==> src/rtl/fpu_pkg.sv <==
// Shared types and constants for the floating-point rounding/packing datapaths.
// Default widths describe IEEE-754 double precision.
package fpu_pkg;

   typedef enum logic [2:0] {
      RM_RNE = 3'b000,
      RM_RTZ = 3'b001,
      RM_RDN = 3'b010,
      RM_RUP = 3'b011,
      RM_RMM = 3'b100
   } rmode_e;

   typedef struct packed {
      logic of;
      logic uf;
      logic nx;
   } fpu_flags_t;

   localparam int EXP_W_D  = 11;
   localparam int FRAC_W_D = 52;
   localparam int EXP_MAX  = (1 << EXP_W_D) - 1;
   localparam int BIAS     = (1 << (EXP_W_D - 1)) - 1;

endpackage

==> src/rtl/fpu_round_incr.sv <==
// Round-increment decision from the LSB/guard/sticky bits and RISC-V rounding mode.
// Undefined mode encodings fall back to round-to-nearest-even.
module fpu_round_incr
   import fpu_pkg::*;
(
   input  logic [2:0] i_rmode,
   input  logic       i_sign,
   input  logic       i_lsb,
   input  logic       i_g,
   input  logic       i_s,
   output logic       o_inc
);

   always_comb begin
      o_inc = i_g & (i_s | i_lsb);
      case (i_rmode)
         RM_RTZ:  o_inc = 1'b0;
         RM_RDN:  o_inc = i_sign & (i_g | i_s);
         RM_RUP:  o_inc = ~i_sign & (i_g | i_s);
         RM_RMM:  o_inc = i_g;
         default: o_inc = i_g & (i_s | i_lsb);
      endcase
   end

endmodule

==> src/rtl/fpu_round_pipe.sv <==
// Two-stage round-and-pack stage behind the multiplier: S1 adds the round increment,
// S2 renormalises, applies overflow saturation and packs the IEEE result with flags.
module fpu_round_pipe
   import fpu_pkg::*;
#(
   parameter int EXP_W  = EXP_W_D,
   parameter int FRAC_W = FRAC_W_D
) (
   input  logic                      clk,
   input  logic                      rst,
   input  logic                      enable,
   input  logic                      in_valid,
   input  logic                      sign_in,
   input  logic [FRAC_W+3:0]         mantissa_in,
   input  logic [EXP_W:0]            exponent_in,
   input  logic                      shift_inexact,
   input  logic [2:0]                rmode,
   output logic                      out_valid,
   output logic [EXP_W+FRAC_W:0]     result,
   output logic                      flag_of,
   output logic                      flag_uf,
   output logic                      flag_nx
);

   localparam int RES_W      = 1 + EXP_W + FRAC_W;
   localparam int SUM_W      = FRAC_W + 2;
   localparam int LP_EXP_MAX = (1 << EXP_W) - 1;

   // Saturated overflow value: infinity when the mode rounds away from zero in this sign.
   function automatic logic [RES_W-1:0] f_ovf_result(input logic sign, input logic [2:0] rm);
      logic to_inf;
      case (rm)
         RM_RTZ:  to_inf = 1'b0;
         RM_RDN:  to_inf = sign;
         RM_RUP:  to_inf = ~sign;
         default: to_inf = 1'b1;
      endcase
      if (to_inf)
         f_ovf_result = {sign, {EXP_W{1'b1}}, {FRAC_W{1'b0}}};
      else
         f_ovf_result = {sign, {(EXP_W-1){1'b1}}, 1'b0, {FRAC_W{1'b1}}};
   endfunction

   logic             w_s;
   logic             w_inc;
   logic [SUM_W-1:0] w_sum;

   assign w_s   = mantissa_in[0] | shift_inexact;
   assign w_sum = {1'b0, mantissa_in[FRAC_W+2:2]} + SUM_W'(w_inc);

   fpu_round_incr u_incr (
      .i_rmode (rmode),
      .i_sign  (sign_in),
      .i_lsb   (mantissa_in[2]),
      .i_g     (mantissa_in[1]),
      .i_s     (w_s),
      .o_inc   (w_inc)
   );

   // ---- S1: rounded sum captured with the operand's mode and inexact bit ----
   logic             r_vld_p0;
   logic [SUM_W-1:0] r_sum_p0;
   logic [EXP_W:0]   r_exp_p0;
   logic             r_sign_p0;
   logic             r_nx_p0;
   logic [2:0]       r_rm_p0;

   always_ff @(posedge clk) begin
      if (rst) begin
         r_vld_p0  <= 1'b0;
         r_sum_p0  <= '0;
         r_exp_p0  <= '0;
         r_sign_p0 <= 1'b0;
         r_nx_p0   <= 1'b0;
         r_rm_p0   <= '0;
      end else if (enable) begin
         r_vld_p0  <= in_valid;
         r_sum_p0  <= w_sum;
         r_exp_p0  <= exponent_in;
         r_sign_p0 <= sign_in;
         r_nx_p0   <= mantissa_in[1] | w_s;
         r_rm_p0   <= rmode;
      end
   end

   logic [EXP_W+1:0]  w_exp;
   logic [FRAC_W-1:0] w_frac;
   logic              w_of;
   logic [RES_W-1:0]  w_res;
   fpu_flags_t        w_flags;

   always_comb begin
      w_frac = r_sum_p0[FRAC_W-1:0];
      w_exp  = {1'b0, r_exp_p0};
      if (r_sum_p0[FRAC_W+1]) begin
         w_frac = r_sum_p0[FRAC_W:1];
         w_exp  = {1'b0, r_exp_p0} + (EXP_W+2)'(1);
      end else if ((r_exp_p0 == '0) && r_sum_p0[FRAC_W]) begin
         w_exp = (EXP_W+2)'(1);
      end
   end

   assign w_of       = (w_exp >= (EXP_W+2)'(LP_EXP_MAX));
   assign w_res      = w_of ? f_ovf_result(r_sign_p0, r_rm_p0)
                            : {r_sign_p0, w_exp[EXP_W-1:0], w_frac};
   assign w_flags.of = w_of;
   assign w_flags.uf = (w_exp == '0) & r_nx_p0;
   assign w_flags.nx = r_nx_p0 | w_of;

   // ---- S2: packed result and flags ----
   fpu_flags_t r_flags_p1;

   always_ff @(posedge clk) begin
      if (rst) begin
         out_valid  <= 1'b0;
         result     <= '0;
         r_flags_p1 <= '0;
      end else if (enable) begin
         out_valid  <= r_vld_p0;
         result     <= w_res;
         r_flags_p1 <= w_flags;
      end
   end

   assign flag_of = r_flags_p1.of;
   assign flag_uf = r_flags_p1.uf;
   assign flag_nx = r_flags_p1.nx;

endmodule

==> config.mk <==
export PLATFORM = sky130hd
export DESIGN_NAME = fpu_round_pipe
export DESIGN_NICKNAME = d
export VERILOG_FILES = /design/src/rtl/fpu_pkg.sv /design/src/rtl/fpu_round_incr.sv /design/src/rtl/fpu_round_pipe.sv
export SDC_FILE = /design/constraint.sdc
export NUM_CORES = 1
export LEC_CHECK = 0
export ABC_CLOCK_PERIOD_IN_PS = 4300
export CAP_MARGIN = 10
export CORE_MARGIN = 2
export CORE_UTILIZATION = 53
export DETAILED_ROUTE_END_ITERATION = 16
export GPL_ROUTABILITY_DRIVEN = 0
export PLACE_DENSITY = 0.81
export SETUP_SLACK_MARGIN = 0.5
export SYNTH_ARGS = -nofsm -noshare
export SYNTH_HDL_FRONTEND = slang
export SYNTH_SLANG_ARGS = --single-unit
==> constraint.sdc <==
create_clock -name clk -period 4.3 [get_ports clk]
set_input_delay 0.86 -clock clk [delete_from_list [all_inputs] [get_ports clk]]
set_output_delay 0.86 -clock clk [all_outputs]
set_load 0.01 [all_outputs]
After elaboration in Yosys (flattened, before gate mapping):

Index checks and enable logic that the tools add are counted.

* add/subtract/negate cells: 2
* $mul: 0
* divide/modulo/power cells: 0
* $lt $le $gt $ge: 1
* equal/unequal tests: 7
* shifts and indexed selects: 0
* multiplexer cells: 7
* bitwise operators: 10
* reduce and logical (&&, ||, !) cells: 3

Operators by type and width (count)
* two-way mux 63 bit: 1
* adder 53 x 1 -> 54 bit: 1
* two-way mux 53 bit: 1
* two-way mux 52 bit: 1
* adder 12 x 1 -> 13 bit, second input constant: 1
* >= comparator 13 x 11 -> 1 bit, second input constant: 1
* logical NOT 13 bit: 1
* two-way mux 13 bit: 1
* == test 3 x 2 -> 1 bit, second input constant: 4
* logical NOT 12 bit: 1
* two-way mux 12 bit: 1
* == test 3 x 1 -> 1 bit, second input constant: 2
* AND 1 bit: 4
* OR 1 bit: 4
* case mux 1 bit (4 select lines): 1
* == test 3 bit, second input constant: 1
* case mux 1 bit (3 select lines): 1
* NOT 1 bit: 2
* logical AND 1 bit: 1

* flip-flop bits (word level): 140
* bits in latches: 0
* RAM bits: 0
* memory bits (read-only): 0
* input port bits: 77
* output and inout bits: 68
* memories kept: 0

Longest topological paths before layout:

* word-level depth: 6
* mapped depth: 14
* depth with buffers taken out: 12

Hierarchy:

A second synthesis with hierarchy kept.

* cell total of the unflattened synthesis: 825
* area, all modules: 7035.5 µm²

Modules (own cells, without submodules)
* fpu_round_pipe: times used 1, cells an instance 818, area an instance 6980.4 µm²
* fpu_round_incr: times used 1, cells an instance 7, area an instance 55.1 µm²

Worst setup path before layout:

No wires, ideal clock.

* path type: input to register
* start point: input mantissa_in[2]
* end point: register r_sum_p0[46]
* arrival: 3.448 ns
* slack: 0.766 ns
* cell stages on the path: 14
* buffers on the path: 2
* cell sequence: or3_1 > maj3_1 > a21oi_1 > nor2_1 > ha_1 > ha_1 > and4_1 > and3_1 > clkbuf_1 > nand4_2 > buf_2 > nor3_1 > xnor2_1 > a211oi_1

* word-level cells in the longest chain between the ends: 4

Ends and longest elaborated chain
* from (decl): line fpu_round_pipe.sv:14 `input logic [FRAC_W+3:0] mantissa_in,`
* OR 1 bit: line fpu_round_incr.sv:21 `default: o_inc = i_g & (i_s | i_lsb);`
* AND 1 bit: line fpu_round_incr.sv:21
* case mux 1 bit (4 select lines): line fpu_round_incr.sv:16 `case (i_rmode)`
* adder 53 x 1 -> 54 bit *: line fpu_round_pipe.sv:49 `assign w_sum = {1'b0, mantissa_in[FRAC_W+2:2]} + SUM_W'(w_inc);`
* to (signal assigned): line fpu_round_pipe.sv:78 `r_sum_p0 <= w_sum;`
* to (decl): line fpu_round_pipe.sv:62 `logic [SUM_W-1:0] r_sum_p0;`

Every way passes the cells marked *; elsewhere a longest branch is shown, timed or not.
A chain may end at the register's enable or synchronous reset.

Worst setup path after layout:

* start point: input mantissa_in[2]
* end point: register r_sum_p0[16]

The elaborated chain is that of the path after synthesis.

==> flow_metrics.tcl <==
set metrics [dict create \
    status "finished, final reports clean" \
    antenna_found_initial 0 \
    n_fill_cell 1190 \
    cts.sinks 140 \
    grt_max_degree 153 \
    netlist_top_cells_area "dfxtp_1, o32ai_2, mux2i_1" \
    syn-num-nets 989 \
    synthFlopType "dfxtp_1" \
    drt_wl_total_um 18900 \
    hp-class "reg -> reg" \
    slew_headroom_pct 37.7 \
    cts.htree.levels 4 \
    cp_max_fo 5 \
    ir_worst_vdd_uv 250 \
    layout.nets 1086 \
    cap_violations 0 \
    clkTransAtPathRegs_ns 0.06 \
    area_growth_pct 26.4 \
    start_util_pct 54.1 \
    period_needed_ns 3.58 \
    drc 0 \
    netlist.area_leader.share_pct 35.6 \
    synth-edff-count 0 \
    slew_viol_final 0 \
    cts_tree "done" \
    clockBufferDepth 2 \
    ys_types 49 \
    cp.arrival_ns 3.85 \
    fmax_mhz 279 \
    row_count 44 \
    synth-seq-area-share_pct 35.6 \
    routedWlPerCell_um 15.7 \
    grt.total_usage_pct 24.0 \
    numCtsBuffers 17 \
    syn-cell-area_um2 7860 \
    cellLeakagePower_nw 3.48 \
    grt_overflow 0 \
    synth_common_cells "dfxtp_1, nor2_1, nand2_1" \
    yosys_warnings 0 \
    grt_pass1_wl_um 31300 \
    dp.cells 1170 \
    grt_pass1_vias 6354 \
    required_ns 4.57 \
    max_slew.worst_pin.slew_ns 0.935 \
    hold_violations 0 \
    drtIter0Drc 500 \
    synth.avg_cell_area_um2 8.66 \
    seq_area_um2 2810 \
    placed_cell_area_um2 9300 \
    yosys.area.top_type "dfxtp_1" \
    vias_per_cell 5.76 \
    cts_root_buffer "clkbuf_16" \
    endpoint_kind "flop" \
    drive_gt1_share_pct 10.5 \
    async_reset_ff_share_pct 0 \
    post-route-period-util_pct 83.2 \
    num_vias 6918 \
    yosysMostFrequentCell "dfxtp_1" \
    rsz0062_at_grt "no" \
    pin_count 145 \
    port_buffers 143 \
    start_kind "input port" \
    final_cells 1202 \
    firstDrtPassIters 5 \
    skew_ns 0.00496 \
    ys_seq_elements 140 \
    multiInputGateArea_um2 4460 \
    die-area_um2 15800 \
    core_region_area_um2 14500 \
    final-setup-viol-count 0 \
    die_width_um 126 \
    power_density_nw_per_um2 356 \
    fin_hold_ws_ns 0.477 \
    power_mw 3.54 \
    clk_latency_ns 0.42 \
    dp_hpwl_um 12600 \
    final.setup.tns_ns 0 \
    final_area_um2 9940 \
    critPathKind "in -> reg" \
    diodes 0 \
    dieHeight_um 126 \
    synthCells 908 \
    ant_nets 0 \
]
## per-layer routing
layer  up-vias  part of all wire [%]  GRT usage, %
li1       3435                     -             -
met1      3256                    44          30.4
met2       183                    49          39.2
met3        44                   4.3          4.42
met4         0                   3.4          12.2
met5         -                     0             0
## cells in the final DEF (no fill, tap or decap), types with 3 or more instances in the layout
cell / netlist / layout
xor2_1: 17 / 17
nand2_1: 79 / 79
o32ai_1: 3 / 3
o32ai_2: 50 / 50
xnor2_1: 40 / 40
and3_1: 5 / 5
nor4_1: 12 / 12
bufinv_16: 0 / 4
buf_4: 0 / 15
and4_1: 9 / 9
or3_1: 11 / 11
nand4_1: 15 / 15
mux2i_1: 74 / 73
o31ai_1: 5 / 5
or4_1: 3 / 3
o21ai_0: 61 / 61
inv_1: 67 / 67
clkdlybuf4s50_1: 0 / 141
clkbuf_16: 0 / 17
nand3_1: 22 / 22
a211oi_1: 49 / 49
dfxtp_1: 140 / 139
clkbuf_8: 0 / 3
a311oi_1: 12 / 12
clkinv_2: 0 / 5
a21oi_1: 3 / 3
nor2_1: 100 / 100
ha_1: 4 / 4
nor3_1: 21 / 21
## cells by family after synthesis
family / share of synthesized area, %
and+or+nand+nor: 17.5
buffers and inverters: 7.88
AOI/OAI and AO/OA: 22.5
DFF: 35.6
muxes: 9.42
xor gates and xnor gates: 6.35
adders and majority gates: 0.764
## worst max-delay path, stage by stage
cell and delay (ns):
clkdlybuf4s50_1 0.42, or3_1 0.38, maj3_1 0.35, a21oi_1 0.15, nor2_1 0.05, ha_1 0.21
ha_1 0.22, and4_1 0.25, and3_1 0.23, buf_4 0.17, and2_1 0.18, nand3_1 0.11
xor2_1 0.18, a211oi_1 0.09
## registers in the layout, indices dropped and copies added (netlist names)
register and flops:
flag_nx 1, flag_of 1, flag_uf 1, out_valid 1, r_exp_p0 12, r_nx_p0 1, r_rm_p0 3, r_sign_p0 1
r_sum_p0 54, r_vld_p0 1, result 64
## repair_timing
action                                  in CTS  in global routing
endpoints found under the setup margin       0                  9
resized for setup                            0                  1
hold endpoints to repair                     0                  0
hold buffers                                 0                  0
setup buffers                                0                  0
## where the power goes
group          switching [mW]  internal, mW  total [mW]
logic                   0.266         0.262       0.528
registers              0.0645          1.38        1.45
clock network           0.554          1.01        1.56
total                   0.885          2.66        3.54
## path summary, 6_finish.rpt
kind | startpoint | endpoint | slack (ns) | cells after the start
setup / recovery | mantissa_in[2] | r_sum_p0[16] | 0.72 | 14
hold reg to reg | result[1] | result[1] | 0.48 | 2
setup reg to reg | r_exp_p0[0] | result[1] | 1.05 | 9
hold / removal | result[1] | result[1] | 0.48 | 2
## cell type report
cell class / count / area share [%]
Clock buffer: 20 / 4.70
Clock inverter: 12 / 1.67
Inverter: 67 / 2.53
Multi-Input combinational cell: 621 / 44.9
Sequential cell: 140 / 28.2
Tap cell: 184 / 2.32
Timing Repair Buffer: 158 / 15.6
## through the flow
step	setup WS, ns	utilization [%]
finish	0.720	68.4
global route	0.585	68.4
CTS	0.671	68.3
detailed placement	0.236	64.0
global placement	0.281	64.0
floorplan	0.766	-
Power figures use the tool's default switching activity.
